### src/rtl/rgb_channel_controller.sv
`default_nettype none
// ============================================================================
// Module      : rgb_channel_controller
// Description : Quadrature encoder + push-button front end driving three
//               8-bit RGB channel registers (short press = select, long = clear).
// Revision    : 1.0 - initial release
// ============================================================================
module rgb_channel_controller #(
    parameter int DEBOUNCE_CYCLES = 10000,
    parameter int LONG_CYCLES     = 2000000,
    parameter int STEP            = 1,
    parameter int SATURATE        = 1
) (
    input  logic       clk,
    input  logic       reset,
    input  logic       enc_a,
    input  logic       enc_b,
    input  logic       btn,
    output logic [7:0] red,
    output logic [7:0] green,
    output logic [7:0] blue,
    output logic [1:0] sel,
    output logic       sel_pulse,
    output logic       clr_pulse
);

    localparam int c_DB_W   = $clog2(DEBOUNCE_CYCLES + 1);
    localparam int c_HOLD_W = $clog2(LONG_CYCLES + 1);
    localparam logic [c_DB_W-1:0]   c_DB_LAST   = c_DB_W'(DEBOUNCE_CYCLES - 1);
    localparam logic [c_HOLD_W-1:0] c_LONG_LAST = c_HOLD_W'(LONG_CYCLES - 1);
    localparam logic [c_HOLD_W-1:0] c_LONG_MAX  = c_HOLD_W'(LONG_CYCLES);
    localparam logic [8:0]          c_STEP9     = 9'(STEP);

    typedef enum logic [1:0] {
        S_IDLE    = 2'd0,
        S_PRESSED = 2'd1,
        S_HELD    = 2'd2
    } state_t;

    logic [1:0]          r_a_sync;
    logic [1:0]          r_b_sync;
    logic [1:0]          r_btn_sync;
    logic                r_old_a;
    logic                r_old_b;
    logic [c_DB_W-1:0]   r_db_cnt;
    logic                r_btn_db;
    state_t              r_state;
    state_t              w_state_next;
    logic [c_HOLD_W-1:0] r_hold;
    logic [c_HOLD_W-1:0] w_hold_next;
    logic                w_sel_adv;
    logic                w_clr;
    logic [7:0]          r_chan [3];
    logic [1:0]          r_sel;
    logic                r_sel_pulse;
    logic                r_clr_pulse;

    logic       w_a;
    logic       w_b;
    logic [3:0] w_pat;
    logic       w_inc;
    logic       w_dec;
    logic [7:0] w_cur;
    logic [8:0] w_sum;
    logic [8:0] w_diff;
    logic [7:0] w_new;

    always_ff @(posedge clk) begin
        if (reset) begin
            r_a_sync   <= 2'b00;
            r_b_sync   <= 2'b00;
            r_btn_sync <= 2'b00;
            r_old_a    <= 1'b0;
            r_old_b    <= 1'b0;
        end else begin
            r_a_sync   <= {r_a_sync[0], enc_a};
            r_b_sync   <= {r_b_sync[0], enc_b};
            r_btn_sync <= {r_btn_sync[0], btn};
            r_old_a    <= r_a_sync[1];
            r_old_b    <= r_b_sync[1];
        end
    end

    assign w_a   = r_a_sync[1];
    assign w_b   = r_b_sync[1];
    assign w_pat = {w_a, r_old_a, w_b, r_old_b};
    assign w_inc = (w_pat == 4'b1000) || (w_pat == 4'b0111);
    assign w_dec = (w_pat == 4'b0010) || (w_pat == 4'b1101);

    // Debounced level flips only after DEBOUNCE_CYCLES consecutive disagreeing samples
    always_ff @(posedge clk) begin
        if (reset) begin
            r_db_cnt <= '0;
            r_btn_db <= 1'b0;
        end else if (r_btn_sync[1] == r_btn_db) begin
            r_db_cnt <= '0;
        end else if (r_db_cnt == c_DB_LAST) begin
            r_db_cnt <= '0;
            r_btn_db <= ~r_btn_db;
        end else begin
            r_db_cnt <= r_db_cnt + 1'b1;
        end
    end

    always_ff @(posedge clk) begin
        if (reset) begin
            r_state <= S_IDLE;
            r_hold  <= '0;
        end else begin
            r_state <= w_state_next;
            r_hold  <= w_hold_next;
        end
    end

    always_comb begin
        w_state_next = r_state;
        w_hold_next  = r_hold;
        w_sel_adv    = 1'b0;
        w_clr        = 1'b0;
        case (r_state)
            S_IDLE: begin
                if (r_btn_db) begin
                    w_state_next = S_PRESSED;
                    w_hold_next  = '0;
                end
            end
            S_PRESSED: begin
                if (!r_btn_db) begin
                    w_sel_adv    = 1'b1;
                    w_state_next = S_IDLE;
                end else if (r_hold >= c_LONG_LAST) begin
                    w_clr        = 1'b1;
                    w_hold_next  = c_LONG_MAX;
                    w_state_next = S_HELD;
                end else begin
                    w_hold_next = r_hold + 1'b1;
                end
            end
            S_HELD: begin
                if (!r_btn_db) begin
                    w_state_next = S_IDLE;
                end
            end
            default: w_state_next = S_IDLE;
        endcase
    end

    always_comb begin
        case (r_sel)
            2'd1:    w_cur = r_chan[1];
            2'd2:    w_cur = r_chan[2];
            default: w_cur = r_chan[0];
        endcase
    end

    // 9-bit arithmetic: bit 8 flags overflow on increment, borrow on decrement
    assign w_sum  = {1'b0, w_cur} + c_STEP9;
    assign w_diff = {1'b0, w_cur} - c_STEP9;

    always_comb begin
        w_new = w_cur;
        if (w_inc) begin
            w_new = ((SATURATE != 0) && w_sum[8]) ? 8'hFF : w_sum[7:0];
        end else if (w_dec) begin
            w_new = ((SATURATE != 0) && w_diff[8]) ? 8'h00 : w_diff[7:0];
        end
    end

    // Step and clear both target the selection held before any same-cycle sel advance
    always_ff @(posedge clk) begin
        if (reset) begin
            for (int i = 0; i < 3; i++) begin
                r_chan[i] <= 8'h00;
            end
            r_sel       <= 2'd0;
            r_sel_pulse <= 1'b0;
            r_clr_pulse <= 1'b0;
        end else begin
            for (int i = 0; i < 3; i++) begin
                if (r_sel == 2'(i)) begin
                    if (w_clr) begin
                        r_chan[i] <= 8'h00;
                    end else if (w_inc || w_dec) begin
                        r_chan[i] <= w_new;
                    end
                end
            end
            if (w_sel_adv) begin
                r_sel <= (r_sel == 2'd2) ? 2'd0 : r_sel + 2'd1;
            end
            r_sel_pulse <= w_sel_adv;
            r_clr_pulse <= w_clr;
        end
    end

    assign red       = r_chan[0];
    assign green     = r_chan[1];
    assign blue      = r_chan[2];
    assign sel       = r_sel;
    assign sel_pulse = r_sel_pulse;
    assign clr_pulse = r_clr_pulse;

endmodule
`default_nettype wire
### config.mk
export PLATFORM = sky130hd
export DESIGN_NAME = rgb_channel_controller
export DESIGN_NICKNAME = d
export VERILOG_FILES = /design/src/rtl/rgb_channel_controller.sv
export SDC_FILE = /design/constraint.sdc
export NUM_CORES = 1
export LEC_CHECK = 0
export ABC_AREA = 0
export BUFFER_PORTS_ARGS = -buffer_cell sky130_fd_sc_hd__buf_4
export CORE_ASPECT_RATIO = 1.1
export CORE_MARGIN = 4
export CORE_UTILIZATION = 45
export DETAILED_ROUTE_END_ITERATION = 16
export SLEW_MARGIN = 20
export SYNTH_ARGS = -nofsm -noshare
export SYNTH_HDL_FRONTEND = slang
export SYNTH_SLANG_ARGS = --single-unit
### constraint.sdc
create_clock -name clk -period 9.2 [get_ports clk]
set_clock_uncertainty 0.2 [all_clocks]
set_input_delay 1.84 -clock clk [delete_from_list [all_inputs] [get_ports clk]]
set_output_delay 1.84 -clock clk [all_outputs]
set_load 0.05 [all_outputs]
Word-level counts from Yosys, hierarchy flattened. Memories as Yosys holds them, arrays and structs flattened. Index checks and enable logic that the tools add are counted.

Register bits after elaboration: 50. Bits in writable memories: 24. Input bits: 5. Output and inout port bits: 28. Word-level logic and storage cells: 100. Memories kept: 1.

Add/sub/neg operators: 5. Order comparisons: 1. Equal/unequal tests: 14. Multiplexer cells: 49. Bitwise gates (word level): 8. Reductions and logical operators: 10.

Memories: r_chan (depth 3, width 8, read ports 3, clocked after memory_dff 0, wr ports 3, RTL line 53) `logic [7:0] r_chan [3];`.

Operator list (number): 2-to-1 mux 8 bit (10); 2-to-1 mux 21 bit (3); one-hot mux 21 bit (2 select lines) (1); 2-to-1 mux 1 bit (28); adder 21 x 1 -> 21 bit, second input constant (1); >= comparator 21 bit, second input constant (1); one-hot mux 8 bit (2 select lines) (1); adder 14 x 1 -> 14 bit, second input constant (1); equality test 14 bit, second input constant (1); 2-to-1 mux 2 bit (5); adder 8 x 1 -> 9 bit, second input constant (1); subtractor 8 x 1 -> 9 bit, second input constant (1); equality test 4 bit, second input constant (2); inequality test 2 bit, second input constant (3); bitwise OR 1 bit (6); one-hot mux 2 bit (3 select lines) (1); AND reduction 3 bit (2); equality test 2 x 1 -> 1 bit, second input constant (2); equality test 2 bit, second input constant (2); equality test 4 x 2 -> 1 bit, second input constant (1); equality test 4 x 3 -> 1 bit, second input constant (1); logical NOT 2 bit (2); logical OR 1 bit (3); inequality test 3 bit, second input constant (1); other kinds (6) (7).

Logic depth before layout (Yosys ltp). Gate-level depths: netlist (run 1).

Word-level depth: 10. Depth in mapped cells: 13. Mapped depth without buffers: 12.

Worst setup path before layout (run 1). Ideal clock, no wire load.

Kind: register -> register. From: register r_sel[0] (netlist: sel[0]). To: memory r_chan[1][4] (data pin). Library setup time: 0.264 ns. Arrival time: 3.068 ns. Data required time: 8.736 ns. Setup slack: 5.668 ns. Stages on the path, launching flop included: 14. Path buffers: 3. Clock period less this slack: 3.532 ns. Path through: dfxtp_1 -> inv_1 -> ha_1 -> buf_2 -> buf_2 -> a21oi_1 -> buf_2 -> inv_1 -> ha_1 -> o21ai_1 -> nor3_1 -> or3b_2 -> o221ai_1 -> nor2_1.

RTL lines: from (decl) (RTL line 54) `logic [1:0] r_sel;`; from (signal assigned) (RTL line 189) `r_sel <= (r_sel == 2'd2) ? 2'd0 : r_sel + 2'd1;`; to (decl) (RTL line 53).

==> metrics.txt, run 1 <==
most frequent cells in the layout nor2_1, dfxtp_1, buf_4; Die Area 10,200 um^2; Worst slew margin 32.2%; Fmax achieved 259 MHz; final worst slack 5.34 ns; Top Ports 33; Worst Path Buf+Inv 2; Finished Core Util 52.6%; initial antenna violation count 0; Crit Path Category reg -> reg; Pre-antenna DRT Iters 5; Routed WL 8.98 mm; crit path cell chain inv_1, ha_1, nor2_1, a21oi_1, inv_1, ha_1, o21ai_1, nor3_1, or3b_2, o221ai_1, nor2_1; TritonCTS clock tree built; Mapped Avg Cell Area 8.92 um^2; WP data arrival 3.75 ns; Worst setup SP type flop; first-pass GRT wire length 15.1 mm; crit-path max FO 23; Synth Flop Type dfxtp_1; post-cts resize count 0; clk sinks 74; Die H 105 um; area delta synth->final 13.7%; largest net degree at the start of global routing 37; cts hold-fix bufs 0; Initial DRC Count 221; Synthesized Nets 450; placed cell count 561; total gr overflow 0; via count 3,340; post-place setup slack 5.41 ns; core box area 8410 um^2; clock buffer depth 2; sequential share of the synthesized area 44.3%; Post CTS Setup Buffer Count 0; Rows 35; CP delay by family, top compound AO/OA/AOI/OAI gates; setup TNS 0 ns; PD cells 160 nW/um^2; final hold violation count 0; synth warn 0; Num CTS Buffers 9; part of the cycle the worst path needs 41.9%; design area 4420 um^2; Fill cells 845; Pleak 1.56 nW; Routed WL per cell 15.6 um; Antenna Cells 0; max-capacitance violation count 0; cells after synthesis 436; outcome completed; Tightest Pin Transition 1.02 ns; Worst Hold Class reg -> reg; FFs w/ async S/R, synth 0%; vias per cell 5.79; Worst-path clk slew 0.07 ns; DP Area 4190 um^2; via count of the first global-routing pass 2,986; Global Route Usage Sum 17.9%; fin crit period 3.86 ns; Placer Congestion 0.835; Post-Syn Area 3890 um^2; Layout Cells excl Fill 577; Routed Antenna Nets 0; Nets 475; Worst IR Drop VDD 87.4 uV; data required time of the worst path 9.09 ns; # H-tree levels 3; commonest non-fill, non-tap cell in the layout nor2_1; Yosys reg bits 74; Largest stage delay, worst path 0.74 ns; I/O Buffers 32; crit path capture type flop; Max Slew Vio Count 0; slowest CP cell ha_1; final setup violation count 0; Starting Density 46.3%; RSZ-0062 raised after global routing no; DRC Markers 0; Post-synth EDFFs 24; clock latency on the worst-skew pair 0.36 ns; Yosys cell types 60; proportion of layout cells with a drive suffix above 1 13.7%; die width 96.6 um; post-DP HPWL 6.38 mm; Clock Tree Root clkbuf_8
[report_power, final]
| part | total, mW | switching, mW | internal [mW] |
|---|---|---|---|
| Sequential | 0.348 | 0.00466 | 0.343 |
| Clock | 0.290 | 0.122 | 0.168 |
| Combinational | 0.0677 | 0.0489 | 0.0188 |
[state kept, by name, indices dropped and copies added, names as in the netlist, 2 cells and up]
| signal | cells |
|---|---|
| r_a_sync | 2 |
| r_b_sync | 2 |
| r_btn_sync | 2 |
| r_chan | 24 |
| r_db_cnt | 14 |
| r_hold | 21 |
| r_state | 2 |
| sel | 2 |
[per-layer routing]
metal / up-vias / wire [um] / share of wire (%) / GRT usage (%)
met4: 0 / 102 / 1.1 / 4.61
met2: 77 / 4080 / 45 / 27.5
li1: 1671 / - / - / -
met5: - / 0 / 0 / 0
met3: 10 / 477 / 5.3 / 4.10
met1: 1582 / 4320 / 48 / 25.5
[worst paths after layout]
path,startpoint,to,slack [ns],depth (start not counted)
worst max register to register,sel[0],r_chan[1][4],5.34,11
worst min register to register,r_b_sync[0],r_b_sync[1],0.24,1
worst max-delay path,sel[0],r_chan[1][4],5.34,11
worst min-delay path,r_b_sync[0],r_b_sync[1],0.24,1
[cell usage after synthesis (all sizes together), types with 5 or more instances]
library cell | number | area share (%)
nand2 | 31 | 3.3
dfxtp | 50 | 26
and2 | 5 | 0.80
o31ai | 7 | 1.5
xnor2 | 5 | 1.1
a21oi | 25 | 3.3
edfxtp | 24 | 19
and3 | 10 | 1.6
nor2b | 10 | 1.6
nor4 | 9 | 2.0
a21o | 7 | 1.4
a22oi | 10 | 1.9
xor2 | 6 | 1.4
clkbuf | 10 | 1.0
nand3 | 16 | 2.1
a211oi | 10 | 2.2
a31oi | 6 | 0.97
nor2 | 61 | 5.9
inv | 8 | 0.77
ha | 9 | 2.9
nand4 | 12 | 1.9
o21ai | 27 | 3.5
nor3 | 21 | 3.2
buf | 9 | 1.3
nand2b | 5 | 0.80
[stage by stage]
step           hold slack, ns  power, mW
2_1_floorplan           0.213      0.404
3_3_place_gp            0.218      0.422
3_5_place_dp            0.225      0.423
4_1_cts                 0.247      0.709
5_1_grt                 0.258      0.733
6_report                0.240      0.706
[final cells by class]
class | instances | area, um^2 | area share, %
inverter | 9 | 33.8 | 0.764
clock inverter | 5 | 76.3 | 1.73
sequential | 74 | 1720 | 38.9
multi-input combinational | 334 | 2050 | 46.4
tap | 111 | 139 | 3.14
clock buffer | 11 | 153 | 3.45
timing repair buffer | 33 | 248 | 5.60
[kinds of logic after synthesis]
family | count (synthesis) | share of synthesized area [%]
xor gates and xnor gates | 11 | 2.48
adders and majority gates | 9 | 2.90
buffers and inverters | 28 | 3.15
AOI/OAI and AO/OA | 109 | 18.8
muxes | 4 | 1.03
and+or+nand+nor | 201 | 27.4
DFF | 74 | 44.3
(Power assumes the default switching activity.)
==> inputs of run 2 (changes only) <==
- clock period: 9.2 -> 3.9 ns (I/O delays scaled with it)
==> run 2 against run 1 <==
Against the previous run:
- sequential share of layout area is 0.11 points higher
- non-clock buffer count up 5
- clock power grew 89%
- cell count increased by 0.87%
- critical path depth up 1
- cell area is 0.28% lower
==> metrics.txt, run 2 (same netlist as run 1, synthesis figures left out) <==
Cell Int Power 1.11 mW (was 0.530 mW); Fmax achieved 304 MHz (was 259 MHz); DRC Markers 0 (unchanged); die width 96.6 um (unchanged); Worst slew margin 46.3% (was 32.2%); proportion of layout cells with a drive suffix above 1 14.9% (was 13.7%); HP Start r_a_sync[0] (was r_b_sync[0]); crit-path max FO 10 (was 23); Global Route Usage Sum 18.1% (was 17.9%); final worst slack 0.608 ns (was 5.34 ns); reg2reg path depth 12 (was 11); post-place setup slack 0.649 ns (was 5.41 ns); r2r startpoint sel[0] (unchanged); Placer Congestion 0.857 (was 0.835); Routed WL 8.89 mm (was 8.98 mm); Tot Pwr 1.53 mW (was 0.706 mW); Layout Cells excl Fill 582 (was 577); Worst Hold Path Cells 1 (unchanged); initial antenna violation count 0 (unchanged); Pleak 1.57 nW (was 1.56 nW); post-DP HPWL 6.36 mm (was 6.38 mm); cts hold-fix bufs 0 (unchanged); placed cell count 566 (was 561); Clock Power Share 35.8% (was 41.1%); Worst-path clk slew 0.08 ns (was 0.07 ns); Tightest Pin Transition 0.806 ns (was 1.02 ns); TritonCTS clock tree built (unchanged); R2R Setup Slk 0.61 ns (was 5.34 ns); WP data arrival 3.16 ns (was 3.75 ns); via count 3,343 (was 3,340); Rows 35 (unchanged); Top Ports 33 (unchanged); switching power total 0.422 mW (was 0.175 mW); Clock Tree Root clkbuf_8 (unchanged); Die H 105 um (unchanged); vias per cell 5.74 (was 5.79); largest net degree at the start of global routing 37 (unchanged); clk sinks 74 (unchanged); Reg with most FFs r_chan (unchanged); Crit Path Category reg -> reg (unchanged); commonest non-fill, non-tap cell in the layout nor2_1 (unchanged); most frequent cells in the layout nor2_1, dfxtp_1, buf_4 (unchanged); Routed WL per cell 15.3 um (was 15.6 um); Num CTS Buffers 9 (unchanged); Top Registers r_chan x24, r_hold x21, r_db_cnt x14 (unchanged); part of the cycle the worst path needs 84.4% (was 41.9%); area delta synth->final 13.4% (was 13.7%); Worst R2R End r_chan[1][6] (was r_chan[1][4]); clock latency on the worst-skew pair 0.34 ns (was 0.36 ns); total gr overflow 0 (unchanged); first-pass GRT wire length 15.4 mm (was 15.1 mm); Largest stage delay, worst path 0.47 ns (was 0.74 ns); clock buffer depth 2 (unchanged); PD cells 347 nW/um^2 (was 160 nW/um^2); max reg flops 24 (unchanged); Nets 480 (was 475); crit path cell chain inv_1, ha_1, a22oi_1, a21o_1, clkinv_1, ha_1, o21ai_0, a21oi_1, nand4_1, nor2_1, a211oi_1, nor3_1 (was inv_1, ha_1, nor2_1, a21oi_1, inv_1, ha_1, o21ai_1, nor3_1, or3b_2, o221ai_1, nor2_1); Die Area 10,200 um^2 (unchanged); Worst IR Drop VDD 204 uV (was 87.4 uV); max-capacitance violation count 0 (unchanged); Routed Antenna Nets 0 (unchanged); setup TNS 0 ns (unchanged); Worst Path Buf+Inv 2 (unchanged); combinational share of power 10.6% (was 9.6%); core box area 8410 um^2 (unchanged); end of the worst hold path r_a_sync[1] (was r_b_sync[1]); final hold violation count 0 (unchanged); Post CTS Setup Buffer Count 0 (unchanged); Worst Hold Class reg -> reg (unchanged); outcome completed (unchanged); fin crit period 3.29 ns (was 3.86 ns); slowest CP cell a211oi_1 (was ha_1); # H-tree levels 3 (unchanged); crit path capture type flop (unchanged); Max Slew Vio Count 0 (unchanged); crit-path most repeated cell ha_1; data required time of the worst path 3.77 ns (was 9.09 ns); I/O Buffers 32 (unchanged); Worst setup SP type flop (unchanged); via count of the first global-routing pass 3,118 (was 2,986); final setup violation count 0 (unchanged); part of the power in registers 53.6% (was 49.3%); Initial DRC Count 262 (was 221); post-cts resize count 0 (unchanged); Pre-antenna DRT Iters 5 (unchanged); CP delay by family, top compound AO/OA/AOI/OAI gates (unchanged); Starting Density 46.3% (unchanged); Antenna Cells 0 (unchanged); Sw Share 27.5% (was 24.9%); RSZ-0062 raised after global routing no (unchanged)
run 2: worst max path at each step:
stage / start / endpoint / slack (ns) / depth (start not counted)
4_1_cts: sel[0] / r_chan[1][6] / 0.64 / 12
5_1_grt: sel[0] / r_chan[1][6] / 0.33 / 12
3_5_place_dp: sel[0] / r_chan[1][6] / 0.65 / 12
2_1_floorplan: sel[0] / r_chan[1][4] / 0.37 / 13
6_report: sel[0] / r_chan[1][6] / 0.61 / 12
3_3_place_gp: sel[0] / r_chan[1][6] / 0.76 / 12
run 2: layout make-up:
cell class / count / area, um^2
Timing Repair Buffer: 38 / 285
Clock inverter: 5 / 37.5
Sequential cell: 74 / 1720
Clock buffer: 11 / 141
Tap cell: 111 / 139
Multi-Input combinational cell: 334 / 2050
Inverter: 9 / 33.8
Fill cell: 815 / 4000
run 2: routing by layer:
| layer | vias to the layer above | part of all wire (%) | GRT usage (%) | routed length, um |
|---|---|---|---|---|
| met5 | - | 0 | 0 | 0 |
| met4 | 0 | 1.5 | 7.52 | 136 |
| met2 | 73 | 45 | 27.1 | 3980 |
| li1 | 1673 | - | - | - |
| met3 | 12 | 3.6 | 3.31 | 318 |
| met1 | 1585 | 50 | 25.6 | 4450 |
run 2: power by group through the flow:
stage                     sequential (mW)  combinational, mW  clock [mW]
after floorplan                     0.878             0.0746           0
after global placement              0.839              0.162           0
after CTS                           0.821              0.163       0.563
after global routing                0.823              0.175       0.602
final                               0.821              0.163       0.548
after detailed placement            0.839              0.162           0
run 2: through the flow:
stage	hold WS [ns]	area [um^2]	utilization (%)
2_1_floorplan	0.213	3890	-
3_3_place_gp	0.218	4230	50.3
3_5_place_dp	0.223	4230	50.3
4_1_cts	0.241	4410	52.4
5_1_grt	0.258	4410	52.4
6_report	0.239	4410	52.4
==> inputs of run 3 (changes only) <==
- ABC_AREA: 0 -> 1
- clock period: 3.9 -> 3.1 ns (I/O delays scaled with it)
==> run 3 against run 2 <==
Against the previous run:
- first-iteration DRC count decreased by 44%
- non-clock buffer count down 1
- wire length rose by 19%
- global-route usage increased by 0.98 points
- critical path type unchanged
- combinational power rose by 38%
==> metrics.txt, run 3 <==
via count of the first global-routing pass 3,549 (was 3,118); RSZ-0062 raised after global routing no (unchanged); Largest stage delay, worst path 0.39 ns (was 0.47 ns); Antenna Cells 0 (unchanged); post-place setup slack 0.391 ns (was 0.649 ns); Synth Flop Type dfxtp_1 (unchanged); cts hold-fix bufs 0 (unchanged); final setup violation count 0 (unchanged); switching power total 0.545 mW (was 0.422 mW); post-cts resize count 0 (unchanged); Fill cells 959 (was 815); setup TNS 0 ns (unchanged); clk sinks 74 (unchanged); total gr overflow 0 (unchanged); Worst slew margin 56.2% (was 46.3%); Worst Hold Class reg -> reg (unchanged); Post-Syn Area 4430 um^2 (was 3890 um^2); TritonCTS clock tree built (unchanged); Pre-antenna DRT Iters 4 (was 5); crit path capture type flop (unchanged); Die H 112 um (was 105 um); Yosys reg bits 74 (unchanged); Top Ports 33 (unchanged); die width 103 um (was 96.6 um); Pleak 2.00 nW (was 1.57 nW); Top Registers r_chan x24, r_hold x21, r_db_cnt x14 (unchanged); slowest CP cell dfxtp_1 (was a211oi_1); Initial DRC Count 146 (was 262); clock buffer depth 2 (unchanged); data required time of the worst path 3.00 ns (was 3.77 ns); part of the power in registers 53.2% (was 53.6%); Rows 37 (was 35); Starting Density 46.7% (was 46.3%); Post-synth EDFFs 24 (unchanged); Routed WL 10.6 mm (was 8.89 mm); Clock Power Share 35.2% (was 35.8%); part of the cycle the worst path needs 87.4% (was 84.4%); first-pass GRT wire length 17.2 mm (was 15.4 mm); share of the synthesized area in the top cell type 22.6% (was 25.7%); post-DP HPWL 8.12 mm (was 6.36 mm); Mapped Avg Cell Area 7.27 um^2 (was 8.92 um^2); Placer Congestion 0.885 (was 0.857); largest cells by area after synthesis dfxtp_1, edfxtp_1, nand2_1 (was dfxtp_1, edfxtp_1, nor2_1); clock latency on the worst-skew pair 0.34 ns (about the same); Commonest cells post-synth nand2_1, nor2_1, inv_1, dfxtp_1, nand3_1 (was nor2_1, dfxtp_1, nand2_1, o21ai_0); Num CTS Buffers 9 (unchanged); area delta synth->final 11.7% (was 13.4%); Synthesized Nets 624 (was 450); Crit Path Category reg -> reg (unchanged); WP data arrival 2.61 ns (was 3.16 ns); Sw Share 28.1% (was 27.5%); Tightest Pin Transition 0.656 ns (was 0.806 ns); cells after synthesis 610 (was 436); Yosys cell types 37 (was 60); Worst IR Drop VDD 255 uV (was 204 uV); crit-path most repeated cell nand2_1 (was ha_1); most frequent cells in the layout nand2_1, nor2_1, inv_1 (was nor2_1, dfxtp_1, buf_4); synth warn 0 (unchanged); combinational share of power 11.6% (was 10.6%); initial antenna violation count 0 (unchanged); top cell type by total area after synthesis dfxtp_1 (unchanged); Worst-path clk slew 0.08 ns (about the same); PD cells 392 nW/um^2 (was 347 nW/um^2); Post CTS Setup Buffer Count 0 (unchanged); crit-path max FO 8 (was 10); Worst setup SP type flop (unchanged); most instantiated library cell after synthesis nand2_1 (was nor2_1); Max Slew Vio Count 0 (unchanged); Nets 659 (was 480); Fmax achieved 369 MHz (was 304 MHz); outcome completed (unchanged); final hold violation count 0 (unchanged); Cell Int Power 1.39 mW (was 1.11 mW); vias per cell 5.05 (was 5.74); Clock Tree Root clkbuf_8 (unchanged); max-capacitance violation count 0 (unchanged); DRC Markers 0 (unchanged); I/O Buffers 32 (unchanged); largest net degree at the start of global routing 31 (was 37); crit path cell chain inv_1, ha_1, or2_2, nand2_2, inv_2, ha_1, nand2_2, nor2_4, nand3_2, nand2_1, nand2_1, nand2_1, nor2_1, nor2_1 (was inv_1, ha_1, a22oi_1, a21o_1, clkinv_1, ha_1, o21ai_0, a21oi_1, nand4_1, nor2_1, a211oi_1, nor3_1); max reg flops 24 (unchanged); fin crit period 2.71 ns (was 3.29 ns); Die Area 11,500 um^2 (was 10,200 um^2); Routed Antenna Nets 0 (unchanged); Reg with most FFs r_chan (unchanged); commonest non-fill, non-tap cell in the layout nand2_1 (was nor2_1); core box area 9490 um^2 (was 8410 um^2); # H-tree levels 3 (unchanged); sequential share of the synthesized area 38.8% (was 44.3%); final worst slack 0.391 ns (was 0.608 ns); Global Route Usage Sum 19.1% (was 18.1%); Routed WL per cell 13.8 um (was 15.3 um); proportion of layout cells with a drive suffix above 1 20.2% (was 14.9%); FFs w/ async S/R, synth 0% (unchanged); via count 3,872 (was 3,343)
-- run 3: cell types whose count changed after synthesis, sizes merged, moves of 7 or more --
cell	previous run	this run
nor2b	10	0
a21o	7	0
a22oi	10	0
nand3	16	57
a211oi	10	0
inv	8	76
xor2	6	16
nor2	61	91
nand2	31	180
a21oi	25	42
and3	10	0
nor4	9	0
nor3	21	6
o21ai	27	14
-- run 3: cell families (layout without fill, tap and decap cells) --
group	count (synthesis)	after routing	share of synthesized area [%]
AOI/OAI and AO/OA	59	59	7.74
xor gates and xnor gates	20	20	3.95
buffers and inverters	90	130	8.33
adders and majority gates	9	9	2.54
and+or+nand+nor	358	358	38.6
DFF	74	74	38.8
-- run 3: power by group through the flow --
stage / Combinational (mW) / Sequential, mW / Clock (mW)
4_1_cts: 0.226 / 1.03 / 0.707
2_1_floorplan: 0.110 / 1.10 / 0
6_report: 0.225 / 1.03 / 0.682
3_3_place_gp: 0.225 / 1.05 / 0
3_5_place_dp: 0.226 / 1.05 / 0
5_1_grt: 0.243 / 1.03 / 0.751
-- run 3: layout make-up --
type | count | area, um^2 | share of cell area, %
Tap cell | 117 | 146 | 2.96
Clock buffer | 12 | 145 | 2.93
Sequential cell | 74 | 1720 | 34.8
Inverter | 77 | 292 | 5.89
Clock inverter | 4 | 25.0 | 0.506
Multi-Input combinational cell | 446 | 2340 | 47.3
Timing Repair Buffer | 37 | 278 | 5.61
-- run 3: per-layer routing --
layer  share of wire, %  wire, um  global-route usage (%)
met2                 51      5380                    32.3
met3                3.8       404                    3.11
met5                  0         0                       0
met1                 43      4570                    24.0
met4                1.8       195                    7.26
-- run 3: per-stage QoR --
stage / hold slack [ns] / util [%] / area, um^2 / cells / total power [mW]
final: 0.205 / 52.1 / 4950 / 767 / 1.94
after global routing: 0.238 / 52.1 / 4950 / 767 / 2.03
after CTS: 0.209 / 52.1 / 4950 / 767 / 1.96
after detailed placement: 0.197 / 50.3 / 4780 / 751 / 1.28
after global placement: 0.195 / 50.3 / 4780 / 751 / 1.28
after floorplan: 0.188 / - / 4430 / 610 / 1.21
-- run 3: final timing paths --
kind	startpoint	to	slack (ns)	cells past startpoint
setup / recovery	sel[0]	r_chan[1][1]	0.39	14
hold / removal	r_a_sync[0]	r_a_sync[1]	0.21	2
setup reg to reg	sel[0]	r_chan[1][1]	0.39	14
hold reg to reg	r_a_sync[0]	r_a_sync[1]	0.21	2
-- run 3: worst max-delay path, delay by kind of cell (launching register included) --
family | cells | cell delay, ns
and+or+nand+nor | 10 | 1.08
buffers and inverters | 2 | 0.20
DFF | 1 | 0.39
adders and majority gates | 2 | 0.58
